`config.mk`:
```
export PLATFORM = sky130hd
export DESIGN_NAME = uart_tx_arbiter_flat
export DESIGN_NICKNAME = d
export VERILOG_FILES = /design/src/rtl/uart_tx_arbiter_if.sv /design/src/rtl/uart_tx_arbiter.sv /design/src/flat_wrapper.sv
export SDC_FILE = /design/constraint.sdc
export NUM_CORES = 1
export LEC_CHECK = 0
export BUFFER_PORTS_ARGS = -buffer_cell sky130_fd_sc_hd__buf_2
export CORE_MARGIN = 8
export CORE_UTILIZATION = 52
export CTS_BUF_LIST = sky130_fd_sc_hd__clkbuf_2 sky130_fd_sc_hd__clkbuf_4 sky130_fd_sc_hd__clkbuf_8
export CTS_CLUSTER_DIAMETER = 80
export DETAILED_ROUTE_END_ITERATION = 10
export PLACE_DENSITY = 0.82
export SYNTH_ARGS = -nofsm -noshare
export SYNTH_HDL_FRONTEND = slang
export SYNTH_SLANG_ARGS = --single-unit
```
`constraint.sdc`:
```
create_clock -name clk -period 2.4 [get_ports clk]
set_input_delay 0.48 -clock clk [delete_from_list [all_inputs] [get_ports clk]]
set_output_delay 0.48 -clock clk [all_outputs]
set_load 0.05 [all_outputs]
```
`src/rtl/uart_tx_arbiter_if.sv`:
```
// Producer handshake and transmitter-side signals of the shared UART transmit arbiter.
// slave = arbiter view, master = producers/transmitter view.
interface uart_tx_arbiter_if #(
  parameter int NUM_REQ = 4,
  parameter int DATA_W  = 8
);
  localparam int ID_W = $clog2(NUM_REQ);

  logic [NUM_REQ-1:0]        req;
  logic [NUM_REQ*DATA_W-1:0] req_data;
  logic [NUM_REQ-1:0]        ack;
  logic [NUM_REQ-1:0]        done;
  logic [ID_W-1:0]           grant_id;
  logic                      tx_start;
  logic [DATA_W-1:0]         tx_data;
  logic                      tx_busy;
  logic                      busy;
  logic                      err;

  modport slave (
    input  req, req_data, tx_busy,
    output ack, done, grant_id, tx_start, tx_data, busy, err
  );

  modport master (
    output req, req_data, tx_busy,
    input  ack, done, grant_id, tx_start, tx_data, busy, err
  );
endinterface

```
`src/rtl/uart_tx_arbiter.sv`:
```
// Round-robin arbiter sharing one UART transmitter among NUM_REQ byte producers,
// with a start-timeout watchdog and an enforced idle gap between frames.
module uart_tx_arbiter #(
  parameter int NUM_REQ       = 4,
  parameter int DATA_W        = 8,
  parameter int CLKS_PER_BIT  = 53,
  parameter int GAP_CLKS      = CLKS_PER_BIT,
  parameter int START_TIMEOUT = 2 * CLKS_PER_BIT
) (
  input  logic             clk,
  input  logic             rst_n,
  uart_tx_arbiter_if.slave bus
);
  localparam int ID_W    = $clog2(NUM_REQ);
  localparam int CNT_MAX = (START_TIMEOUT > GAP_CLKS) ? START_TIMEOUT : GAP_CLKS;
  localparam int CNT_W   = $clog2(CNT_MAX + 1);
  localparam logic [CNT_W-1:0] TO_LAST  = CNT_W'((START_TIMEOUT > 0) ? START_TIMEOUT - 1 : 0);
  localparam logic [CNT_W-1:0] GAP_LAST = CNT_W'((GAP_CLKS > 0) ? GAP_CLKS - 1 : 0);

  typedef enum logic [2:0] {
    IDLE,
    START,
    WAIT_BUSY,
    WAIT_DONE,
    GAP
  } state_t;

  state_t              state_q, state_d;
  logic [CNT_W-1:0]    cnt_q, cnt_d;
  logic [ID_W-1:0]     ptr_q, ptr_d;
  logic [ID_W-1:0]     grant_q, grant_d;
  logic [DATA_W-1:0]   data_q, data_d;
  logic [NUM_REQ-1:0]  ack_q, ack_d;
  logic [NUM_REQ-1:0]  done_q, done_d;
  logic                start_q, start_d;
  logic                err_q, err_d;

  logic [DATA_W-1:0]   req_bytes [NUM_REQ];
  logic                found;
  logic [ID_W-1:0]     win;
  logic [ID_W-1:0]     idx;

  for (genvar gi = 0; gi < NUM_REQ; gi++) begin : g_unpack
    assign req_bytes[gi] = bus.req_data[gi*DATA_W +: DATA_W];
  end

  // Search starts just after the last winner so a re-raised request goes to the back.
  always_comb begin
    found = 1'b0;
    win   = '0;
    idx   = '0;
    for (int i = 1; i <= NUM_REQ; i++) begin
      idx = ID_W'((int'(ptr_q) + i) % NUM_REQ);
      if (!found && bus.req[idx]) begin
        found = 1'b1;
        win   = idx;
      end
    end
  end

  always_comb begin
    state_d = state_q;
    cnt_d   = cnt_q;
    ptr_d   = ptr_q;
    grant_d = grant_q;
    data_d  = data_q;
    ack_d   = '0;
    done_d  = '0;
    start_d = 1'b0;
    err_d   = err_q;
    case (state_q)
      IDLE: begin
        if (found) begin
          data_d     = req_bytes[win];
          grant_d    = win;
          ptr_d      = win;
          ack_d[win] = 1'b1;
          state_d    = START;
        end
      end
      START: begin
        start_d = 1'b1;
        cnt_d   = '0;
        state_d = WAIT_BUSY;
      end
      WAIT_BUSY: begin
        if (bus.tx_busy) begin
          state_d = WAIT_DONE;
        end else if (cnt_q == TO_LAST) begin
          // Transmitter never acknowledged the start: flag it and skip the done pulse.
          err_d   = 1'b1;
          cnt_d   = '0;
          state_d = (GAP_CLKS == 0) ? IDLE : GAP;
        end else begin
          cnt_d = cnt_q + 1'b1;
        end
      end
      WAIT_DONE: begin
        if (!bus.tx_busy) begin
          done_d[grant_q] = 1'b1;
          cnt_d           = '0;
          state_d         = (GAP_CLKS == 0) ? IDLE : GAP;
        end
      end
      GAP: begin
        if (cnt_q == GAP_LAST) begin
          state_d = IDLE;
        end else begin
          cnt_d = cnt_q + 1'b1;
        end
      end
      default: state_d = IDLE;
    endcase
  end

  always_ff @(posedge clk or negedge rst_n) begin
    if (!rst_n) begin
      state_q <= IDLE;
      cnt_q   <= '0;
      ptr_q   <= ID_W'(NUM_REQ - 1);
      grant_q <= '0;
      data_q  <= '0;
      ack_q   <= '0;
      done_q  <= '0;
      start_q <= 1'b0;
      err_q   <= 1'b0;
    end else begin
      state_q <= state_d;
      cnt_q   <= cnt_d;
      ptr_q   <= ptr_d;
      grant_q <= grant_d;
      data_q  <= data_d;
      ack_q   <= ack_d;
      done_q  <= done_d;
      start_q <= start_d;
      err_q   <= err_d;
    end
  end

  assign bus.ack      = ack_q;
  assign bus.done     = done_q;
  assign bus.grant_id = grant_q;
  assign bus.tx_start = start_q;
  assign bus.tx_data  = data_q;
  assign bus.busy     = (state_q != IDLE);
  assign bus.err      = err_q;
endmodule

```
`src/flat_wrapper.sv`:
```
// flat-port wrapper written by rule: the top's interface ports become plain ports
module uart_tx_arbiter_flat 
#(
  parameter int NUM_REQ       = 4,
  parameter int DATA_W        = 8,
  parameter int CLKS_PER_BIT  = 53,
  parameter int GAP_CLKS      = CLKS_PER_BIT,
  parameter int START_TIMEOUT = 2 * CLKS_PER_BIT
)
  (clk, rst_n, bus_req, bus_req_data, bus_tx_busy, bus_ack, bus_done, bus_grant_id, bus_tx_start, bus_tx_data, bus_busy, bus_err);
  uart_tx_arbiter_if #(.NUM_REQ(NUM_REQ), .DATA_W(DATA_W)) bus_i ();
  input  logic clk;
  input  logic rst_n;
  input wire logic [$bits(bus_i.req)-1:0] bus_req;
  input wire logic [$bits(bus_i.req_data)-1:0] bus_req_data;
  input wire logic [$bits(bus_i.tx_busy)-1:0] bus_tx_busy;
  output wire logic [$bits(bus_i.ack)-1:0] bus_ack;
  output wire logic [$bits(bus_i.done)-1:0] bus_done;
  output wire logic [$bits(bus_i.grant_id)-1:0] bus_grant_id;
  output wire logic [$bits(bus_i.tx_start)-1:0] bus_tx_start;
  output wire logic [$bits(bus_i.tx_data)-1:0] bus_tx_data;
  output wire logic [$bits(bus_i.busy)-1:0] bus_busy;
  output wire logic [$bits(bus_i.err)-1:0] bus_err;
  assign bus_i.req = bus_req;
  assign bus_i.req_data = bus_req_data;
  assign bus_i.tx_busy = bus_tx_busy;
  assign bus_ack = bus_i.ack;
  assign bus_done = bus_i.done;
  assign bus_grant_id = bus_i.grant_id;
  assign bus_tx_start = bus_i.tx_start;
  assign bus_tx_data = bus_i.tx_data;
  assign bus_busy = bus_i.busy;
  assign bus_err = bus_i.err;
  uart_tx_arbiter #(.NUM_REQ(NUM_REQ), .DATA_W(DATA_W), .CLKS_PER_BIT(CLKS_PER_BIT), .GAP_CLKS(GAP_CLKS), .START_TIMEOUT(START_TIMEOUT)) u_core (.clk(clk), .rst_n(rst_n), .bus(bus_i));
endmodule
```
After elaboration in Yosys (flattened, before gate mapping)
Cells that the tools add are included.
{"block": "totals", "register_bits": 32, "in_bits": 39, "elab_cells": 91, "output_inout_bits": 21}
{"block": "op_classes", "n_reduce_logical": 15, "bitwise": 2, "magnitude_cmp": 9, "eq_ne": 12, "n_addsub": 5, "muxes": 39}
{"cell": "7-bit two-way mux", "count": 4}
{"cell": "7-bit one-hot mux with 4 select lines", "count": 1}
{"cell": "2-bit by 3-bit < comparator with 1-bit output (second input constant)", "count": 6}
{"cell": "8-bit binary-select mux with 2-bit select", "count": 1}
{"cell": "4-bit two-way mux", "count": 4}
{"cell": "8-bit two-way mux", "count": 2}
{"cell": "3-bit two-way mux", "count": 5}
{"cell": "3-bit one-hot mux with 5 select lines", "count": 1}
{"cell": "1-bit two-way mux", "count": 11}
{"cell": "1-bit binary-select mux with 2-bit select", "count": 4}
{"cell": "2-bit two-way mux", "count": 4}
{"cell": "4-bit AND reduction", "count": 2}
{"cell": "7-bit by 1-bit adder with 7-bit output (second input constant)", "count": 1}
{"cell": "7-bit by 6-bit == test with 1-bit output (second input constant)", "count": 1}
{"cell": "7-bit == test (second input constant)", "count": 1}
{"cell": "3-bit by 2-bit == test with 1-bit output (second input constant)", "count": 2}
{"cell": "2-bit inequality test (second input constant)", "count": 3}
{"cell": "1-bit logical AND", "count": 5}
{"cell": "2-bit by 1-bit adder with 2-bit output (second input constant)", "count": 2}
{"cell": "2-bit adder (second input constant)", "count": 2}
{"cell": "1-bit demux with 2-bit select", "count": 2}
{"cell": "2-bit by 1-bit greater-or-equal comparator with 1-bit output (second input constant)", "count": 2}
{"cell": "2-bit by 1-bit inequality test with 1-bit output (second input constant)", "count": 2}
{"cell": "4-bit nonzero test", "count": 1}
{"cell": "11 further kinds", "count": 13}

Logic depth before layout (Yosys ltp)
Gate-level depths: netlist of run 1.
{"block": "depth", "depth_word": 19, "ltp_mapped": 8}

Worst setup path after synthesis of run 1
OpenSTA, ideal clock, no wires.
{"block": "synth_path", "kind": "register -> register", "startpoint": "register u_core.ptr_q[1]", "endpoint": "register u_core.data_q[1] (netlist: u_core.bus.tx_data[1])", "path_buffers": 2, "stages_incl_launch_ff": 8, "arrival_time_ns": 1.806, "setup_slack_ns": 0.508, "period_less_slack_ns": 1.892, "cell_sequence": "dfstp_2 -> buf_2 -> mux2i_1 -> o22ai_1 -> a21oi_2 -> buf_6 -> mux2_1 -> o211ai_1"}
{"block": "synth_between", "elab_chain_len": 17, "elab_cells_between_ends": 31, "cone_classes": "add/sub: 4; mux: 19; bitwise: 1; reduce/logical: 7"}
{"element": "start, declared", "line_no": "uart_tx_arbiter.sv:30", "text": "logic [ID_W-1:0] ptr_q, ptr_d;"}
{"element": "start signal, assigned", "line_no": "uart_tx_arbiter.sv:120", "text": "ptr_q <= ID_W'(NUM_REQ - 1);"}
{"element": "start signal, assigned", "line_no": "uart_tx_arbiter.sv:130", "text": "ptr_q <= ptr_d;"}
{"element": "2-bit by 1-bit adder with 2-bit output", "line_no": "uart_tx_arbiter.sv:53", "text": "idx = ID_W'((int'(ptr_q) + i) % NUM_REQ);"}
{"element": "1-bit binary-select mux with 2-bit select", "line_no": "uart_tx_arbiter.sv:54", "text": "if (!found && bus.req[idx]) begin"}
{"element": "1-bit two-way mux (not written as such)", "line_no": "uart_tx_arbiter.sv:54"}
{"element": "1-bit two-way mux", "line_no": "uart_tx_arbiter.sv:54"}
{"element": "1-bit logical NOT", "line_no": "uart_tx_arbiter.sv:54"}
{"element": "1-bit logical AND", "line_no": "uart_tx_arbiter.sv:54"}
{"element": "1-bit two-way mux", "line_no": "uart_tx_arbiter.sv:54"}
{"element": "1-bit logical NOT", "line_no": "uart_tx_arbiter.sv:54"}
{"element": "1-bit logical AND", "line_no": "uart_tx_arbiter.sv:54"}
{"element": "1-bit two-way mux", "line_no": "uart_tx_arbiter.sv:54"}
{"element": "1-bit logical NOT", "line_no": "uart_tx_arbiter.sv:54"}
{"element": "1-bit logical AND", "line_no": "uart_tx_arbiter.sv:54"}
{"element": "2-bit two-way mux", "line_no": "uart_tx_arbiter.sv:54"}
{"element": "2-bit NOT with 3-bit output (not written as such)", "line_no": "uart_tx_arbiter.sv:74", "text": "data_d = req_bytes[win];"}
{"element": "8-bit binary-select mux with 2-bit select", "line_no": "uart_tx_arbiter.sv:74"}
{"element": "8-bit two-way mux (not written as such) (2 in a row)", "line_no": "uart_tx_arbiter.sv:74"}
{"element": "end signal, assigned", "line_no": "uart_tx_arbiter.sv:132", "text": "data_q <= data_d;"}
{"element": "end, declared", "line_no": "uart_tx_arbiter.sv:32", "text": "logic [DATA_W-1:0] data_q, data_d;"}
Several ways; a longest one is shown, not always the timed one. The select of a mux whose other input is x is not followed.
A chain may end at the register's enable or synchronous reset.

Worst setup path after layout of run 1
{"block": "layout_path", "startpoint": "register u_core.state_q[1]", "endpoint": "output port bus_busy"}
{"block": "layout_between", "elab_chain_len": 1}
{"element": "start, declared", "line_no": "uart_tx_arbiter.sv:28", "text": "state_t state_q, state_d;"}
{"element": "start signal, assigned", "line_no": "uart_tx_arbiter.sv:128", "text": "state_q <= state_d;"}
{"element": "3-bit nonzero test", "line_no": "uart_tx_arbiter.sv:145", "text": "assign bus.busy = (state_q != IDLE);"}
{"element": "end, declared", "line_no": "flat_wrapper.sv:22", "text": "output wire logic [$bits(bus_i.busy)-1:0] bus_busy;"}
No other way between the ends.

==> results of run 1 <==
==> worst min-delay path by stage <==
| stage | cells after the start | to | from |
|---|---|---|---|
| 3_5_place_dp | 1 | u_core.bus.err | u_core.bus.err |
| 4_1_cts | 1 | u_core.bus.done[0] | rst_n |
| 6_report | 1 | u_core.bus.done[0] | rst_n |
| 3_3_place_gp | 1 | u_core.bus.err | u_core.bus.err |
| 5_1_grt | 1 | u_core.bus.done[0] | rst_n |
| 2_1_floorplan | 0 | u_core.bus.ack[0] | rst_n |
==> power by group through the flow <==
stage / clock network, µW / registers (µW) / logic, µW
after floorplan: 0 / 1240 / 820
after global placement: 0 / 901 / 1410
after detailed placement: 0 / 910 / 1440
after CTS: 310 / 899 / 1440
after global routing: 338 / 935 / 1570
final: 299 / 899 / 1430
==> critical path: stages (launching register included) <==
cell and delay (ns):
dfrtp_1 0.50, nor3_2 0.30, inv_1 0.06, buf_2 0.21
==> cell families (layout without fill, tap and decap cells) <==
group           Yosys count  in the layout  synth area share, %
compound gates           34             34                13.72
xor+xnor                  3              3                1.470
fa+ha+maj                 3              3                2.100
buf+inv                  15             75                5.038
flops                    32             32                44.93
mux                      18             18                10.64
simple gates             78             78                22.11
==> placed cells by master (no fill, tap or decap), types with 9 or more instances in the layout <==
cell type / count
nand2_1: 21
o21ai_0: 9
nor2_1: 16
nand3_1: 17
o211ai_1: 9
dfrtp_1: 30
mux2i_1: 10
buf_2: 59
==> stage by stage <==
| stage | total power [µW] | hold WS, ns | std cells | setup WS (ns) | utilization (%) |
|---|---|---|---|---|---|
| floorplan | 2061 | 0.1844 | 183 | 0.5075 | - |
| global placement | 2315 | 0.4488 | 282 | 0.3699 | 63.19 |
| detailed placement | 2348 | 0.4582 | 282 | 0.3238 | 63.19 |
| CTS | 2649 | 0.2026 | 289 | 0.4933 | 64.78 |
| global route | 2840 | 0.2099 | 289 | 0.3651 | 64.78 |
| finish | 2628 | 0.1781 | 289 | 0.5054 | 64.78 |
==> flip-flops by register name (all words and copies together), names as in the netlist <==
name,flops
u_core.cnt_q,7
u_core.bus.err,1
u_core.ptr_q,2
u_core.bus.tx_start,1
u_core.bus.tx_data,8
u_core.bus.ack,4
u_core.state_q,3
u_core.bus.done,4
u_core.bus.grant_id,2
==> metal layers <==
metal / track usage [%] / wire length (µm) / share of wire (%) / vias to the layer above
met5: 0 / 0 / 0 / -
met4: 7.609 / 85 / 2.0 / 0
met3: 5.859 / 250 / 5.9 / 8
met2: 24.69 / 2067 / 49 / 36
met1: 20.56 / 1801 / 43 / 700
li1: - / - / - / 768
==> cell type report <==
class	count	area [µm²]
Sequential cell	32	803.3
Multi-Input combinational cell	136	894.6
Tap cell	46	57.56
Clock buffer	7	52.55
Fill cell	291	1166
Inverter	7	26.28
Timing Repair Buffer	61	310.3
==> impl_metrics.tcl, run 1 <==
set metrics [dict create \
    pwr-share-seq_pct 34.2 \
    wire_per_inst_um 14.55 \
    yosysMostFrequentCell "dfrtp_1" \
    fmax_mhz 527.8 \
    grt_max_degree 33 \
    ys_top_cells_by_area "dfrtp_1, mux2i_1, nand3_1" \
    dp_hpwl_um 3300 \
    synth_top_cell_by_area "dfrtp_1" \
    maxCapViolations 0 \
    cp.required_ns 1.92 \
    final_antenna_net_count 0 \
    ys_seq_elements 32 \
    cts_tree "built" \
    swShare_pct 50.30 \
    fin_skew_ns 0.008524 \
    crit_start "u_core.state_q[1]" \
    routed_wirelength_um 4204 \
    cp-endpoint "bus_busy" \
    arrival_ns 1.41 \
    worst_slew_pin_slew_ns 0.6860 \
    ys_seq_area_share_pct 44.93 \
    cts_root_buf "clkbuf_4" \
    syn_area_um2 1788 \
    status "finished clean" \
    grt_usage_pct 16.44 \
    vias 1512 \
    core_um2 3311 \
    cts_max_path_buffers 2 \
    yosysWarnings 0 \
    internal_power_uw 1306 \
    grt_pass1_wl_um 6920 \
    tns_ns 0 \
    synth_ff_type "dfrtp_1" \
    synth_edf_count 0 \
    ios 60 \
    initial_core_util_pct 54.01 \
    r2r-end "u_core.bus.tx_data[6]" \
    ys_types 44 \
    place_area_um2 2092 \
    path_clk_slew_ns 0.09 \
    min_period_ns 1.895 \
    insertion_delay_ns 0.33 \
    postCtsSetupBuffers 0 \
    synthesis.nets 225 \
    end_kind "primary output" \
    cellLeakagePower_uw 0.001030 \
    fp.dieArea_um2 5570 \
    power_switching_uw 1322 \
    holdBufCountCts 0 \
    antenna_found_initial 0 \
    cts_resized 0 \
    area_growth_pct 19.94 \
    synthCells 183 \
    remaining_drc_errors 0 \
    p_per_area_nw_per_um2 1226 \
    worstRegToRegCells 6 \
    worst_slew_margin_rel_pct 54.27 \
    globalplace.congestion 0.8417 \
    critical_path_class "reg2out" \
    syn_avg_cell_area_um2 9.770 \
    clockPowerShare_pct 11.4 \
    yosys-top-cells-count "dfrtp_1, nand2_1, nand3_1, nor2_1, mux2i_1" \
    die-width_um 74.64 \
    io_buffers 59 \
    nets 285 \
    synth_top_area_share_pct 41.99 \
    hp-class "in2async" \
    rsz0062_at_grt "no" \
    critPathMaxFanout 9 \
    diodes 0 \
    firstDrtPassIters 4 \
    async_flop_share_pct 100.0 \
    startpoint_type "flop" \
    postLayoutCellArea_um2 2145 \
    grt_pass1_vias 1467 \
    maxSlewViolCount 0 \
    num_rows 21 \
    rrSetupSlack_ns 0.54 \
    power_frac_comb_pct 54.4 \
    r2r_start "u_core.ptr_q[1]" \
    grt_overflow 0 \
    finalSetupViolCount 0 \
    htree_num_levels 2 \
    clock_sinks 32 \
    cts_buffers 5 \
    layout-drive-gt1-share_pct 32.51 \
    dr.first_iter.drc_count 119 \
    period_share_pct 78.94 \
    timing.final.hold_violations 0 \
    vias_per_cell 5.232 \
    die_y_um 74.64 \
    vdd_drop_max_mv 0.5361 \
]
Power figures use the tool's default switching activity.
==> run 2: changes to the inputs <==
Settings changed: ABC_AREA from default to 1, CORE_UTILIZATION 52 to 54, PLACE_DENSITY 0.82 to 0.83.
Clock period 2.4 ns to 1.8 ns, I/O delays scaled along.
==> run 2 against run 1 <==
Effect of this change:
- the run now ends with negative setup slack left
- global-route usage grew 3.5 points
- combinational power grew to 3.6 times the previous value
- critical path depth rose by 9
- cell count rose by 44%
- utilization increased by 15 points
- routed wire length grew 51%
- worst hold slack got worse by 0.057 ns
- sequential power increased by 27%
- sequential share of layout area down 10 points
- die area increased by 10%
- power grew to 2.6 times the previous value
- synthesized cell count grew 52%
- largest power group unchanged
- highest routed layer unchanged
==> impl_metrics.tcl, run 2 <==
set metrics [dict create \
    timing.final.hold_violations 0 \
    cp-endpoint "u_core.bus.tx_data[5]" \
    worst_slew_margin_rel_pct 52.94 \
    remaining_drc_errors 0 \
    grt_pass1_wl_um 10030 \
    grt_usage_pct 19.95 \
    worstRegToRegCells 12 \
    rrSetupSlack_ns -0.18 \
    synth_edf_count 0 \
    largest_reg_flops 8 \
    ios 60 \
    syn_avg_cell_area_um2 7.543 \
    async_flop_share_pct 100.0 \
    final_antenna_net_count 0 \
    synthCells 278 \
    num_rows 22 \
    initial_core_util_pct 56.85 \
    min_period_ns 1.980 \
    htree_num_levels 2 \
    routed_wirelength_um 6328 \
    regArea_um2 803.3 \
    insertion_delay_ns 0.29 \
    ys_types 38 \
    clock_sinks 32 \
    cts_buffers 5 \
    layout-drive-gt1-share_pct 42.78 \
    fp.dieArea_um2 6133 \
    nets 408 \
    startpoint_type "flop" \
    rsz0062_at_grt "yes" \
    firstDrtPassIters 5 \
    dp_cells 402 \
    syn_area_um2 2097 \
    yosys-top-cells-count "nand2_1, nor2_1, inv_1, dfrtp_1, nand4_1" \
    vias 2266 \
    arrival_ns 2.16 \
    fmax_mhz 505.1 \
    ys_top_cells_by_area "dfrtp_1, nand2_1, nor2_1" \
    vias_per_cell 5.460 \
    synth_ff_type "dfrtp_1" \
    r2r-end "u_core.bus.tx_data[5]" \
    yosysWarnings 0 \
    io_buffers 59 \
    grt_max_degree 33 \
    synth_top_area_share_pct 35.80 \
    synthesis.nets 320 \
    status "finished, violations left" \
    cp.required_ns 1.98 \
    end_kind "flop" \
    dp_hpwl_um 4498 \
    ys_seq_area_share_pct 38.31 \
    critical_path_class "reg2reg" \
    setup_ws_ns -0.1798 \
    most-common-layout-cells "buf_2, nand2_1, dfrtp_1, inv_1, nor2_1" \
    path_clk_slew_ns 0.07 \
    fillerInstances 248 \
    cts_root_buf "clkbuf_8" \
    synth_top_cell_by_area "dfrtp_1" \
    diodes 0 \
    area_growth_pct 40.81 \
    holdBufCountCts 0 \
    final_common_cell "buf_2" \
    finalSetupViolCount 15 \
    yosysMostFrequentCell "nand2_1" \
    die-width_um 78.32 \
    dr.first_iter.drc_count 205 \
    vdd_drop_max_mv 1.685 \
    p_per_area_nw_per_um2 2338 \
    hp-class "in2async" \
    maxSlewViolCount 0 \
    cellLeakagePower_uw 0.001563 \
    wire_per_inst_um 15.25 \
    worst_slew_pin_slew_ns 0.7059 \
    multi_input_area_um2 1290 \
    fin_skew_ns 0.004323 \
    antenna_found_initial 0 \
    maxCapViolations 0 \
    grt_pass1_vias 2246 \
    cts_max_path_buffers 2 \
    violations "negative setup slack" \
    r2r_start "u_core.ptr_q[0]" \
    crit_start "u_core.ptr_q[0]" \
    grt_overflow 0 \
    period_share_pct 110.0 \
    cts_tree "built" \
    ys_seq_elements 32 \
    critPathMaxFanout 8 \
    globalplace.congestion 0.8645 \
    die_y_um 78.32 \
    core_um2 3689 \
    final_cell_count_no_fill 415 \
    final_util_pct 80.05 \
]
-- run 2: worst min-delay path by stage --
| stage | startpoint | cells after the start | end | slack, ns |
|---|---|---|---|---|
| floorplan | rst_n | 0 | u_core.bus.ack[0] | 0.06 |
| global placement | rst_n | 1 | u_core.cnt_q[5] | 0.44 |
| detailed placement | u_core.bus.err | 1 | u_core.bus.err | 0.44 |
| CTS | rst_n | 1 | u_core.cnt_q[4] | 0.15 |
| global route | rst_n | 1 | u_core.cnt_q[5] | 0.18 |
| finish | rst_n | 1 | u_core.cnt_q[2] | 0.12 |
-- run 2: layout make-up --
class                      count  area share, %
clock buffer                   6          2.797
clock inverter                 2         0.3390
inverter                      35          4.703
multi-input combinational    204          43.69
sequential                    32          27.20
tap                           48          2.034
timing repair buffer          88          19.24
-- run 2: logic make-up after synthesis --
group | Yosys count | synth area share, %
compound gates | 23 | 6.862
xor+xnor | 3 | 1.253
fa+ha+maj | 3 | 1.790
flops | 32 | 38.31
buf+inv | 42 | 9.248
simple gates | 175 | 42.54
-- run 2: timing repair --
| action | in CTS | in global routing |
|---|---|---|
| pin swaps | 11 | 15 |
| setup buffers | 3 | 2 |
| gates resized for setup | 21 | 30 |
| endpoints found under the setup margin | 17 | 22 |
-- run 2: critical path, cell delays in order, from the launching register on --
cell      delay, ns
dfstp_2        0.57
buf_6          0.16
nand2_4        0.07
nand2_8        0.09
nand2_4        0.07
nand2_4        0.10
nor2_8         0.06
nand3b_1       0.17
nand2_2        0.11
nor2_4         0.21
inv_2          0.10
nor2_1         0.11
nor2_1         0.05
-- run 2: where the power goes --
group          switching, µW  total, µW  internal [µW]
Combinational           3270       5190           1920
Clock                    266        571            305
Sequential               157       1140            984
Total                   3700       6900           3210
-- run 2: stage by stage --
stage	power [µW]	setup WS, ns	TNS [ns]	area, µm²	hold slack [ns]
finish	6903	-0.1798	-1.632	2953	0.1211
floorplan	4312	-0.08206	-0.6798	2157	0.06441
detailed placement	5485	-0.1581	-1.490	2649	0.4425
global placement	5348	-0.1149	-0.7842	2649	0.4423
CTS	6361	-0.1352	-1.154	2834	0.1496
global route	7367	-0.3262	-3.323	2953	0.1828
-- run 2: layer usage --
metal / wire length [µm] / global-route usage, % / vias to the layer above
met2: 3196 / 34.38 / 105
met3: 449 / 4.214 / 19
li1: - / - / 1087
met5: 0 / 0 / -
met1: 2519 / 22.88 / 1055
met4: 163 / 9.815 / 0
==> run 3: changes to the inputs <==
Settings changed: ABC_AREA 1 to default, CORE_UTILIZATION 54 to 52, PLACE_DENSITY 0.83 to 0.82, SKIP_LAST_GASP from default to 1.
==> run 3 against run 2 <==
Effect of this change:
- the flow still finishes with violations (negative setup slack)
- clock-buffer cell count is 1 higher
- cell area decreased by 15%
- sequential cell count unchanged
- non-clock buffer count fell by 5
- combinational power shrank 51%
- clock power increased by 8.1%
- utilization is 4.4 points lower
- global-route usage is 2.6 points lower
- register-to-register slack gained 0.12 ns
- sequential power rose by 4%
- routed wire length decreased by 24%
- critical path type unchanged
==> impl_metrics.tcl, run 3 (same netlist as run 1, synthesis figures left out) <==
set metrics [dict create \
    status "finished, violations left" \
    violations "negative setup slack" \
    rsz0062_at_grt "yes" \
    cts_root_buf "clkbuf_4" \
    final_common_cell "buf_2" \
    cp.required_ns 2.06 \
    die-width_um 74.64 \
    finalPower_uw 4372 \
    p_per_area_nw_per_um2 1745 \
    fp.dieArea_um2 5570 \
    arrival_ns 2.12 \
    cts_buffers 5 \
    dp_hpwl_um 3317 \
    worst_slew_pin_slew_ns 0.6957 \
    ios 60 \
    initial_core_util_pct 54.01 \
    grt_pass1_vias 1749 \
    place_area_um2 2267 \
    startpoint_type "flop" \
    die_y_um 74.64 \
    timing.final.hold_violations 0 \
    most-common-layout-cells "buf_2, dfrtp_1, nand2_1, buf_4, nand3_1" \
    postLayoutCellArea_um2 2506 \
    routed_wirelength_um 4817 \
    fin_hold_ws_ns 0.05266 \
    min_period_ns 1.862 \
    grt_overflow 0 \
    setup_ws_ns -0.06248 \
    area_growth_pct 40.17 \
    fmax_mhz 536.9 \
    worstRegToRegCells 7 \
    firstDrtPassIters 4 \
    num_rows 21 \
    vdd_drop_max_mv 1.096 \
    route.met2.wl_um 2295 \
    largest_reg_flops 8 \
    holdBufCountCts 0 \
    dp_cells 296 \
    io_buffers 59 \
    maxUsedRoutingLayer "met4" \
    wire_per_inst_um 15.44 \
    critPathMaxFanout 8 \
    cellLeakagePower_uw 0.001242 \
    cts_max_path_buffers 2 \
    nets 307 \
    cts_tree "built" \
    tns_ns -0.2926 \
    dr.first_iter.drc_count 121 \
    antenna_found_initial 0 \
    layout-drive-gt1-share_pct 43.23 \
    hp-class "in2async" \
    wl_met1_um 2010 \
    core_um2 3311 \
    period_share_pct 103.5 \
    htree_num_levels 2 \
    remaining_drc_errors 0 \
    globalplace.congestion 0.8410 \
    vias_per_cell 5.417 \
    grt_usage_pct 17.39 \
    grt_max_degree 33 \
    diodes 0 \
    grt_pass1_wl_um 7500 \
    maxCapViolations 0 \
    finalSetupViolCount 8 \
    final_cell_count_no_fill 312 \
    maxSlewViolCount 0 \
    critical_path_class "reg2reg" \
    insertion_delay_ns 0.34 \
    final_antenna_net_count 0 \
    clock_sinks 32 \
    end_kind "flop" \
    vias 1690 \
    worst_slew_margin_rel_pct 53.62 \
    path_clk_slew_ns 0.11 \
    wl_met3_um 465 \
    fin_skew_ns 0.01548 \
]
## run 3: worst max-delay path: stages (launching register included)
cell and delay (ns):
dfstp_2 0.62, mux2i_1 0.24, o22ai_1 0.12, a21oi_2 0.14, buf_4 0.14, clkbuf_16 0.15
mux2_4 0.29, o211ai_1 0.07
## run 3: area by class of cell
class                   instances  area [µm²]
well taps                      46       57.56
clock inverters                 1       30.03
repair buffers                 83       558.0
flip-flops and latches         32       807.0
multi-input cells             136       962.2
clock buffers                   7       65.06
inverters                       7       26.28
fillers                       239       804.5
## run 3: timing repair
item / in CTS / in global routing
resized for setup: 2 / 16
setup endpoints to repair: 6 / 14
gates cloned: 0 / 1
setup buffers: 1 / 6
pin swaps: 0 / 1
## run 3: path summary, 6_finish.rpt
kind / from / to / slack [ns]
min: rst_n / u_core.bus.grant_id[1] / 0.05
max reg2reg: u_core.ptr_q[1] / u_core.bus.tx_data[2] / -0.06
min in group clk: bus_req_data[15] / u_core.bus.tx_data[7] / 0.32
min reg2reg: u_core.bus.err / u_core.bus.err / 0.47
max in group asynchronous: rst_n / u_core.state_q[2] / 1.26
max: u_core.ptr_q[1] / u_core.bus.tx_data[2] / -0.06
## run 3: layer usage
metal / GRT usage (%) / vias up
met2: 28.85 / 90
met1: 20.18 / 775
met5: 0 / -
li1: - / 816
met3: 6.258 / 9
met4: 6.087 / 0
## run 3: power by group
part	switching [µW]	internal, µW	leakage (µW)	total [µW]
clock network	249	369	0.0000515	617
registers	217	976	0.000411	1190
logic	1530	1030	0.000780	2560
total	2000	2380	0.00124	4370
## run 3: per-stage QoR
| step | utilization (%) | worst slack [ns] |
|---|---|---|
| 2_1_floorplan | - | -0.01748 |
| 3_3_place_gp | 68.48 | 0.05220 |
| 3_5_place_dp | 68.48 | 0.004697 |
| 4_1_cts | 71.81 | 0.007787 |
| 5_1_grt | 75.70 | -0.1085 |
| 6_report | 75.70 | -0.06248 |
